--- config.mk ---
export PLATFORM = sky130hd
export DESIGN_NAME = alu_entry_sequencer_flat
export DESIGN_NICKNAME = d
export VERILOG_FILES = /design/src/rtl/alu_entry_sequencer_pkg.sv /design/src/rtl/alu_entry_sequencer_if.sv /design/src/rtl/alu_entry_sequencer_debounce.sv /design/src/rtl/alu_entry_sequencer.sv /design/src/flat_wrapper.sv
export SDC_FILE = /design/constraint.sdc
export NUM_CORES = 1
export LEC_CHECK = 0
export CAP_MARGIN = 20
export CORE_ASPECT_RATIO = 0.5
export CORE_MARGIN = 3
export CORE_UTILIZATION = 49
export DETAILED_ROUTE_END_ITERATION = 8
export GPL_TIMING_DRIVEN = 0
export PLACE_DENSITY = 0.9
export SYNTH_ARGS = -nofsm -noshare
export SYNTH_HDL_FRONTEND = slang
export SYNTH_SLANG_ARGS = --single-unit
--- constraint.sdc ---
create_clock -name Clk -period 1.65 [get_ports Clk]
set_input_delay 0.2475 -clock Clk [delete_from_list [all_inputs] [get_ports Clk]]
set_output_delay 0.2475 -clock Clk [all_outputs]
set_load 0.01 [all_outputs]
--- src/rtl/alu_entry_sequencer_pkg.sv ---
// Shared definitions for the ALU entry sequencer: FSM state codes and parameter defaults.
package alu_seq_pkg;
  localparam int DW_DEF             = 8;
  localparam int OPW_DEF            = 4;
  localparam int DB_CYCLES_DEF      = 20;
  localparam int TIMEOUT_CYCLES_DEF = 255;

  localparam logic [2:0] ST_IDLE  = 3'd0;
  localparam logic [2:0] ST_GOT_A = 3'd1;
  localparam logic [2:0] ST_GOT_B = 3'd2;
  localparam logic [2:0] ST_EXEC  = 3'd3;
  localparam logic [2:0] ST_WAIT  = 3'd4;
  localparam logic [2:0] ST_SHOW  = 3'd5;

  typedef enum logic [2:0] {
    S_IDLE  = ST_IDLE,
    S_GOT_A = ST_GOT_A,
    S_GOT_B = ST_GOT_B,
    S_EXEC  = ST_EXEC,
    S_WAIT  = ST_WAIT,
    S_SHOW  = ST_SHOW
  } seq_state_e;
endpackage

--- src/rtl/alu_entry_sequencer_if.sv ---
// Board-I/O / ALU bundle for the entry sequencer; slave = sequencer, master = board side.
interface alu_entry_sequencer_if
  import alu_seq_pkg::*;
#(
  parameter int DW  = DW_DEF,
  parameter int OPW = OPW_DEF
);
  logic           pb_a;
  logic           pb_b;
  logic           pb_op;
  logic [DW-1:0]  sw;
  logic           alu_valid;
  logic [DW-1:0]  alu_result;
  logic [DW-1:0]  a_out;
  logic [DW-1:0]  b_out;
  logic [OPW-1:0] op_out;
  logic           alu_go;
  logic [DW-1:0]  result_out;
  logic [2:0]     state_out;
  logic           err;

  modport master (
    output pb_a, pb_b, pb_op, sw, alu_valid, alu_result,
    input  a_out, b_out, op_out, alu_go, result_out, state_out, err
  );

  modport slave (
    input  pb_a, pb_b, pb_op, sw, alu_valid, alu_result,
    output a_out, b_out, op_out, alu_go, result_out, state_out, err
  );
endinterface

--- src/rtl/alu_entry_sequencer_debounce.sv ---
// pb_debounce: 2-FF synchroniser, stability counter and one-cycle press pulse on a debounced rise.
module pb_debounce #(
  parameter int DB_CYCLES = 20
) (
  input  logic clk,
  input  logic rst_n,
  input  logic i_raw,
  output logic o_press
);
  localparam int CW = $clog2(DB_CYCLES + 1);

  logic          r_sync1, r_sync2, r_level, r_press;
  logic [CW-1:0] r_cnt;

  // Counter runs only while the synchronised level differs from the accepted one,
  // so any return to the accepted level (bounce) restarts it.
  always_ff @(posedge clk) begin
    if (!rst_n) begin
      r_sync1 <= 1'b0;
      r_sync2 <= 1'b0;
      r_level <= 1'b0;
      r_press <= 1'b0;
      r_cnt   <= '0;
    end else begin
      r_sync1 <= i_raw;
      r_sync2 <= r_sync1;
      r_press <= 1'b0;
      if (r_sync2 == r_level) begin
        r_cnt <= '0;
      end else if (r_cnt == CW'(DB_CYCLES - 1)) begin
        r_cnt   <= '0;
        r_level <= r_sync2;
        r_press <= r_sync2;
      end else begin
        r_cnt <= r_cnt + 1'b1;
      end
    end
  end

  assign o_press = r_press;
endmodule

--- src/rtl/alu_entry_sequencer.sv ---
// Enforces A -> B -> OP entry from debounced buttons, strobes the ALU and holds its result.
// Optional WAIT timeout is built when ALU_SEQ_TIMEOUT_EN is defined.
module alu_entry_sequencer
  import alu_seq_pkg::*;
#(
  parameter int DW        = DW_DEF,
  parameter int OPW       = OPW_DEF,
  parameter int DB_CYCLES = DB_CYCLES_DEF
`ifdef ALU_SEQ_TIMEOUT_EN
  , parameter int TIMEOUT_CYCLES = TIMEOUT_CYCLES_DEF
`endif
) (
  input  logic                  Clk,
  input  logic                  reset,
  alu_entry_sequencer_if.slave  bus
);
  logic [2:0] w_raw, w_press;
  logic       w_pa, w_pb, w_po;

  assign w_raw = {bus.pb_op, bus.pb_b, bus.pb_a};

  pb_debounce #(.DB_CYCLES(DB_CYCLES)) u_db [2:0] (
    .clk     (Clk),
    .rst_n   (reset),
    .i_raw   (w_raw),
    .o_press (w_press)
  );

  // Same-cycle priority A > B > OP.
  assign w_pa = w_press[0];
  assign w_pb = w_press[1] & ~w_press[0];
  assign w_po = w_press[2] & ~w_press[1] & ~w_press[0];

  seq_state_e     r_state;
  logic [DW-1:0]  r_a, r_b, r_res;
  logic [OPW-1:0] r_op;
  logic           r_go;
`ifdef ALU_SEQ_TIMEOUT_EN
  localparam int TW = $clog2(TIMEOUT_CYCLES + 1);
  logic [TW-1:0] r_to;
  logic          r_err;
`endif

  always_ff @(posedge Clk) begin
    if (!reset) begin
      r_state <= S_IDLE;
      r_a     <= '0;
      r_b     <= '0;
      r_op    <= '0;
      r_res   <= '0;
      r_go    <= 1'b0;
`ifdef ALU_SEQ_TIMEOUT_EN
      r_to    <= '0;
      r_err   <= 1'b0;
`endif
    end else begin
      r_go <= 1'b0;
`ifdef ALU_SEQ_TIMEOUT_EN
      if ((w_pa && r_state inside {S_IDLE, S_GOT_A, S_GOT_B, S_SHOW}) ||
          (w_po && r_state inside {S_GOT_B, S_SHOW}))
        r_err <= 1'b0;
`endif
      case (r_state)
        S_IDLE: if (w_pa) begin
          r_a     <= bus.sw;
          r_state <= S_GOT_A;
        end
        S_GOT_A: begin
          if (w_pa) r_a <= bus.sw;
          else if (w_pb) begin
            r_b     <= bus.sw;
            r_state <= S_GOT_B;
          end
        end
        S_GOT_B: begin
          if (w_pa) begin
            r_a     <= bus.sw;
            r_state <= S_GOT_A;
          end else if (w_pb) begin
            r_b <= bus.sw;
          end else if (w_po) begin
            r_op    <= bus.sw[OPW-1:0];
            r_go    <= 1'b1;
            r_state <= S_EXEC;
          end
        end
        S_EXEC: begin
          r_state <= S_WAIT;
`ifdef ALU_SEQ_TIMEOUT_EN
          r_to    <= '0;
`endif
        end
        S_WAIT: begin
          if (bus.alu_valid) begin
            r_res   <= bus.alu_result;
            r_state <= S_SHOW;
          end
`ifdef ALU_SEQ_TIMEOUT_EN
          else if (r_to == TW'(TIMEOUT_CYCLES - 1)) begin
            r_res   <= '0;
            r_err   <= 1'b1;
            r_state <= S_SHOW;
          end else begin
            r_to <= r_to + 1'b1;
          end
`endif
        end
        S_SHOW: begin
          if (w_pa) begin
            r_a     <= bus.sw;
            r_state <= S_GOT_A;
          end else if (w_po) begin
            r_op    <= bus.sw[OPW-1:0];
            r_go    <= 1'b1;
            r_state <= S_EXEC;
          end
        end
        default: r_state <= S_IDLE;
      endcase
    end
  end

  assign bus.a_out      = r_a;
  assign bus.b_out      = r_b;
  assign bus.op_out     = r_op;
  assign bus.alu_go     = r_go;
  assign bus.result_out = r_res;
  assign bus.state_out  = r_state;
`ifdef ALU_SEQ_TIMEOUT_EN
  assign bus.err        = r_err;
`else
  assign bus.err        = 1'b0;
`endif
endmodule

--- src/flat_wrapper.sv ---
// flat-port wrapper written by rule: the top's interface ports become plain ports
module alu_entry_sequencer_flat import alu_seq_pkg::*;
#(
  parameter int DW        = DW_DEF,
  parameter int OPW       = OPW_DEF,
  parameter int DB_CYCLES = DB_CYCLES_DEF

)
  (Clk, reset, bus_pb_a, bus_pb_b, bus_pb_op, bus_sw, bus_alu_valid, bus_alu_result, bus_a_out, bus_b_out, bus_op_out, bus_alu_go, bus_result_out, bus_state_out, bus_err);
  alu_entry_sequencer_if #(.DW(DW), .OPW(OPW)) bus_i ();
  input  logic Clk;
  input  logic reset;
  input wire logic [$bits(bus_i.pb_a)-1:0] bus_pb_a;
  input wire logic [$bits(bus_i.pb_b)-1:0] bus_pb_b;
  input wire logic [$bits(bus_i.pb_op)-1:0] bus_pb_op;
  input wire logic [$bits(bus_i.sw)-1:0] bus_sw;
  input wire logic [$bits(bus_i.alu_valid)-1:0] bus_alu_valid;
  input wire logic [$bits(bus_i.alu_result)-1:0] bus_alu_result;
  output wire logic [$bits(bus_i.a_out)-1:0] bus_a_out;
  output wire logic [$bits(bus_i.b_out)-1:0] bus_b_out;
  output wire logic [$bits(bus_i.op_out)-1:0] bus_op_out;
  output wire logic [$bits(bus_i.alu_go)-1:0] bus_alu_go;
  output wire logic [$bits(bus_i.result_out)-1:0] bus_result_out;
  output wire logic [$bits(bus_i.state_out)-1:0] bus_state_out;
  output wire logic [$bits(bus_i.err)-1:0] bus_err;
  assign bus_i.pb_a = bus_pb_a;
  assign bus_i.pb_b = bus_pb_b;
  assign bus_i.pb_op = bus_pb_op;
  assign bus_i.sw = bus_sw;
  assign bus_i.alu_valid = bus_alu_valid;
  assign bus_i.alu_result = bus_alu_result;
  assign bus_a_out = bus_i.a_out;
  assign bus_b_out = bus_i.b_out;
  assign bus_op_out = bus_i.op_out;
  assign bus_alu_go = bus_i.alu_go;
  assign bus_result_out = bus_i.result_out;
  assign bus_state_out = bus_i.state_out;
  assign bus_err = bus_i.err;
  alu_entry_sequencer #(.DW(DW), .OPW(OPW), .DB_CYCLES(DB_CYCLES)) u_core (.Clk(Clk), .reset(reset), .bus(bus_i));
endmodule
Word-level counts from Yosys, hierarchy flattened. Cells that the tools add are included. Widths: inputs -> output; s select.

Mux-type cells: 19. Add/subtract/negate cells: 3. Eq/ne operators: 19. Bitwise gates (word level): 12. Reductions and logical operators: 18.

Operator list (number): $mux 3 (8); $pmux 3 s6 (1); $reduce_or 3->1 (6); $mux 4 (4); $add 5x1->5 const B (3); $eq 5x5->1 const B (3); $ne 2x2->1 const B (6); $reduce_and 2->1 (5); $not 1->1 (9); $pmux 4 s2 (1); $eq 3x2->1 const B (2); $eq 3x3->1 const B (2); $reduce_and 5->1 (1); $mux 1 (4); $reduce_and 4->1 (1); $reduce_or 4->1 (1); $and 1x1->1 (3); $eq 1x1->1 (3); $eq 3x1->1 const B (1); $logic_not 3->1 (1); $ne 3x3->1 const B (1); $reduce_and 3->1 (1); $ne 2x1->1 const B (1); $pmux 1 s2 (1); 2 further kinds (2).

Logic and storage cells: 92. Flip-flop bits (word level): 59. Output and inout port bits: 33.

Longest topological paths before layout.
Depth in word-level cells: 7. Mapped depth: 6.

Cells and area by module. Synthesis repeated with hierarchy kept, for this count alone.

Cells, all modules: 238. Area, all modules: 2436.1 µm².

Modules (own cells, without submodules): alu_entry_sequencer (instances 1, sequential area each 640.6 µm², area an instance 1358.8 µm², cells an instance 136); pb_debounce (instances 3, sequential area each 180.2 µm², area an instance 359.1 µm², cells an instance 34).

Worst setup path after synthesis. OpenSTA, ideal clock, no wires.

Path kind: flip-flop to flip-flop. Start: reg u_core.r_state[2] (netlist: u_core.bus.state_out[2]). End: reg u_core.r_b[0] (netlist: u_core.bus.b_out[0]). Buffers on the path: 2. Slack: 0.173 ns. Setup time: 0.128 ns. Cell stages (with the launch flop): 6. Data arrival time: 1.349 ns. Cell sequence: dfxtp_1 buf_2 or4_1 buf_6 mux2i_1 nor2_1.

Word-level cells in the longest chain between the ends: 3. Elaborated cells on any way between the ends: 4. Classes of those cells: eq/ne: 2; reduce/logical: 2.

RTL lines: start, declared (RTL line alu_entry_sequencer.sv:34) `seq_state_e r_state;`; start signal, assigned (RTL line alu_entry_sequencer.sv:46) `r_state <= S_IDLE;`; start signal, assigned (RTL line alu_entry_sequencer.sv:66) `r_state <= S_GOT_A;`; start signal, assigned (RTL line alu_entry_sequencer.sv:72) `r_state <= S_GOT_B;`; $eq 3x1->1 / $eq 3x2->1 (equally long branches) (RTL line alu_entry_sequencer.sv:63) `case (r_state)`; $reduce_or 2->1 (no line) *; $reduce_and 3->1 (no line) *; end signal, assigned (RTL line alu_entry_sequencer.sv:71) `r_b <= bus.sw;`; end signal, assigned (RTL line alu_entry_sequencer.sv:80) `r_b <= bus.sw;`; end, declared (RTL line alu_entry_sequencer.sv:35) `logic [DW-1:0] r_a, r_b, r_res;`.

Mark *: on every way between the ends. The rest lies on a longest branch, timed or not. A chain may end at the register's enable or synchronous reset.

Worst setup path after layout.
Start: reg u_core.r_state[1] (netlist: u_core.bus.state_out[1]). End: reg u_core.r_op[1] (netlist: u_core.bus.op_out[1]).

Word-level cells in the longest chain between the ends: 3. Elaborated cells on any way between the ends: 8. Classes of those cells: eq/ne: 5; mux: 1; reduce/logical: 2.

RTL lines: $eq 3x2->1 / $eq 3x3->1 (equally long branches) (RTL line alu_entry_sequencer.sv:63); $ne 2x2->1 (no line) / $reduce_bool 2->1 (equally long branches); $reduce_and 4->1 (no line); end signal, assigned (RTL line alu_entry_sequencer.sv:82) `r_op <= bus.sw[OPW-1:0];`; end signal, assigned (RTL line alu_entry_sequencer.sv:113) `r_op <= bus.sw[OPW-1:0];`; end, declared (RTL line alu_entry_sequencer.sv:36) `logic [OPW-1:0] r_op;`.

Parallel ways exist; a longest one is shown, timed or not.

==> results.yml <==
setup_path:
  endpoint_kind: "flop"
  reg2reg_from: "u_core.bus.state_out[1]$_SDFFE_PN0P_"
  endpoint: "u_core.bus.op_out[1]$_SDFFE_PN0P_"
  crit_chain: "buf_4, and3b_2, o21ai_2, mux2i_1, nor2_1"
  required_ns: 1.86
  cp-startpoint: "u_core.bus.state_out[1]$_SDFFE_PN0P_"
  ff2ff_setup_slack_ns: 0.01
  worst_path_max_delay_cell: "dfxtp_1"
  max_stage_delay_ns: 0.39
  path_class: "reg2reg"
  r2r_cells: 5
  worstPathMaxFanout: 10
  r2r_end: "u_core.bus.op_out[1]$_SDFFE_PN0P_"
  crit_arrival_ns: 1.85
  crit_path_start_kind: "flop"
cells_and_area:
  antenna_cells: 0
  drive_above_1_share_pct: 10.5
  multi_input_area_um2: 1040
  layout_commonest_cell: "dfxtp_1"
  area_delta_synth_final_pct: 35.1
  fin_area_um2: 3150
  regArea_um2: 1180
  fin_nets: 324
  nFillCells: 313
  final_cell_mix: "dfxtp_1 (59), clkdlybuf4s50_1 (52), nor2_1 (51)"
clock_network:
  cts_setup_buffers: 0
  cts_tree: "yes"
  path_clk_slew_ns: 0.07
  htree_levels: 3
  clockBufferDepth: 2
  root_buffer: "clkbuf_8"
  clock-sinks: 59
  cts_resized: 0
  clk_latency_ns: 0.34
  cts_buffers: 9
  postCtsHoldBufs: 0
sta:
  setup-tns-final_ns: 0
  slew_viol_final: 0
  rsz0062_at_grt: "true"
  worst-slew-pin-transition_ns: 0.574
  fin_crit_ns: 1.64
  relSlewSlack_pct: 61.2
  hold_viol: 0
  fmax_ghz: 0.610
  fin_ws_ns: 0.0113
  finalSetupViolCount: 0
  period_share_pct: 99.3
  fin_worst_skew_ns: 0.00644
drt:
  drtIter0Drc: 60
  via_per_inst: 4.92
  drc: 0
  first_pass_iters: 4
  detail_route.wirelength_mm: 5.12
  via_count: 1820
  post_drt_wl_per_cell_um: 13.8
  ant_nets: 0
placed_design:
  io_buffers: 52
  dpl-instance-area_um2: 2930
  place_ws_ns: 0.0674
  dp_hpwl_mm: 3.42
  gp_congestion: 0.721
power_and_ir_drop:
  sequentialPowerShare_pct: 49.4
  combinationalPowerShare_pct: 3.3
  p_leak_nw: 1.32
  clkPwrFrac_pct: 47.3
  vdd_drop_max_uv: 660
  internal_power_mw: 2.30
  swShare_pct: 20.8
  p_sw_mw: 0.606
  power_density_nw_per_um2: 924
logic_synthesis:
  ys_seq_elements: 59
  netlist_instances: 236
  syn-cell-area_um2: 2330
  ys_seq_area_share_pct: 50.7
  yosysWarnings: 0
  yosys.area.top_type: "dfxtp_1"
  synth_area_leaders: "dfxtp_1 (51%), mux2i_1 (15%), nor2_1 (8.2%)"
  synth_ff_type: "dfxtp_1"
  netlist.area_leader.share_pct: 50.7
  syn_nets: 261
  syn-mean-instance-area_um2: 9.87
  ys_types: 36
  synth_edf_count: 0
  async_flop_share_pct: 0
floorplanning:
  core-area_um2: 4490
  die_area_um2: 5670
  rows: 17
  initial_core_util_pct: 51.9
  die_height_um: 54.8
  die_w_um: 104
  ios: 55
global_routing:
  antenna_found_initial: 0
  grt_start_max_net_pins: 11
  overflow: 0
  grt_pass1_vias: 1760
  grt_pass1_wl_mm: 8.26
  grt_usage_pct: 19.0
hold_path:
  hp-class: "in2reg"
run_status:
  outcome: "completed"
run:
  cap_violations: 0
[synthesized netlist by cell type, drive strengths merged (2+ instances only)]
cell type   n
nand3       6
o21ai       5
ha          3
inv         9
clkbuf      6
buf         6
nor3b       3
nor2       51
xor2        3
dfxtp      59
and2        6
and4b       2
a21oi       2
or2         2
nor4bb      2
mux2        2
xnor2       7
nand2      11
a22oi       3
mux2i      36
[state kept, by name, summed over array words and instances, names as in the netlist, 3 cells and up]
register,count
u_core.u_db.r_level,3
u_core.bus.a_out,8
u_core.bus.op_out,4
u_core.bus.result_out,8
u_core.bus.state_out,3
u_core.bus.b_out,8
u_core.u_db.r_sync1,3
u_core.u_db.r_cnt,15
u_core.u_db.r_sync2,3
u_core.u_db.o_press,3
[layout make-up]
type | count | share of cell area, %
Buffer | 12 | 2.31
Clock buffer | 12 | 5.25
Clock inverter | 4 | 1.51
Inverter | 9 | 1.07
Multi-Input combinational cell | 156 | 33.2
Sequential cell | 59 | 37.5
Tap cell | 66 | 2.62
Timing Repair Buffer | 52 | 16.5
[cells by family after synthesis]
logic type / synth area share (%)
other cells: 0.161
compound gates: 4.24
fa+ha+maj: 1.61
buf+inv: 4.46
mux: 16.4
flops: 50.7
simple gates: 18.6
xor+xnor: 3.76
[routing by layer]
layer / track usage, % / routed length [µm]
met5: 0 / 0
met4: 8.39 / 96
met3: 5.89 / 194
met2: 35.9 / 2650
met1: 20.6 / 2180
[how the worst min path moves through the flow]
stage,startpoint,to,slack [ns],depth (start not counted)
2_1_floorplan,bus_pb_a,u_core.u_db[0].r_sync1$_SDFF_PN0_,0.37,1
3_3_place_gp,u_core.u_db[0].r_sync1$_SDFF_PN0_,u_core.u_db[0].r_sync2$_SDFF_PN0_,0.42,1
3_5_place_dp,u_core.u_db[0].r_sync1$_SDFF_PN0_,u_core.u_db[0].r_sync2$_SDFF_PN0_,0.43,1
4_1_cts,reset,u_core.u_db[2].r_cnt[4]$_SDFF_PP0_,0.36,3
5_1_grt,reset,u_core.u_db[0].r_cnt[4]$_SDFF_PP0_,0.37,3
6_report,reset,u_core.bus.state_out[0]$_SDFFE_PN0P_,0.35,3
[power groups by stage]
| stage | sequential (mW) | combinational (mW) | clock (mW) |
|---|---|---|---|
| final | 1.44 | 0.0948 | 1.38 |
| after global routing | 1.44 | 0.103 | 1.46 |
| after floorplan | 1.47 | 0.0322 | 0 |
| after detailed placement | 1.47 | 0.0933 | 0 |
| after CTS | 1.44 | 0.0951 | 1.39 |
| after global placement | 1.47 | 0.0913 | 0 |
[through the flow]
stage / instances / hold WS, ns / util [%] / power [mW]
after detailed placement: 354 / 0.427 / 65.3 / 1.56
after CTS: 370 / 0.358 / 70.1 / 2.92
after global placement: 354 / 0.419 / 65.3 / 1.56
after floorplan: 236 / 0.375 / - / 1.50
final: 370 / 0.347 / 70.1 / 2.91
after global routing: 370 / 0.370 / 70.1 / 3.00
[critical path: cells and delay by family, from the launching register on]
kind,cells,cell delay [ns]
multiplexers,1,0.25
flip-flops,1,0.39
AND/OR/NAND/NOR,2,0.29
AO/OA/AOI/OAI,1,0.39
buffers and inverters,1,0.18
Power figures use the tool's default switching activity.
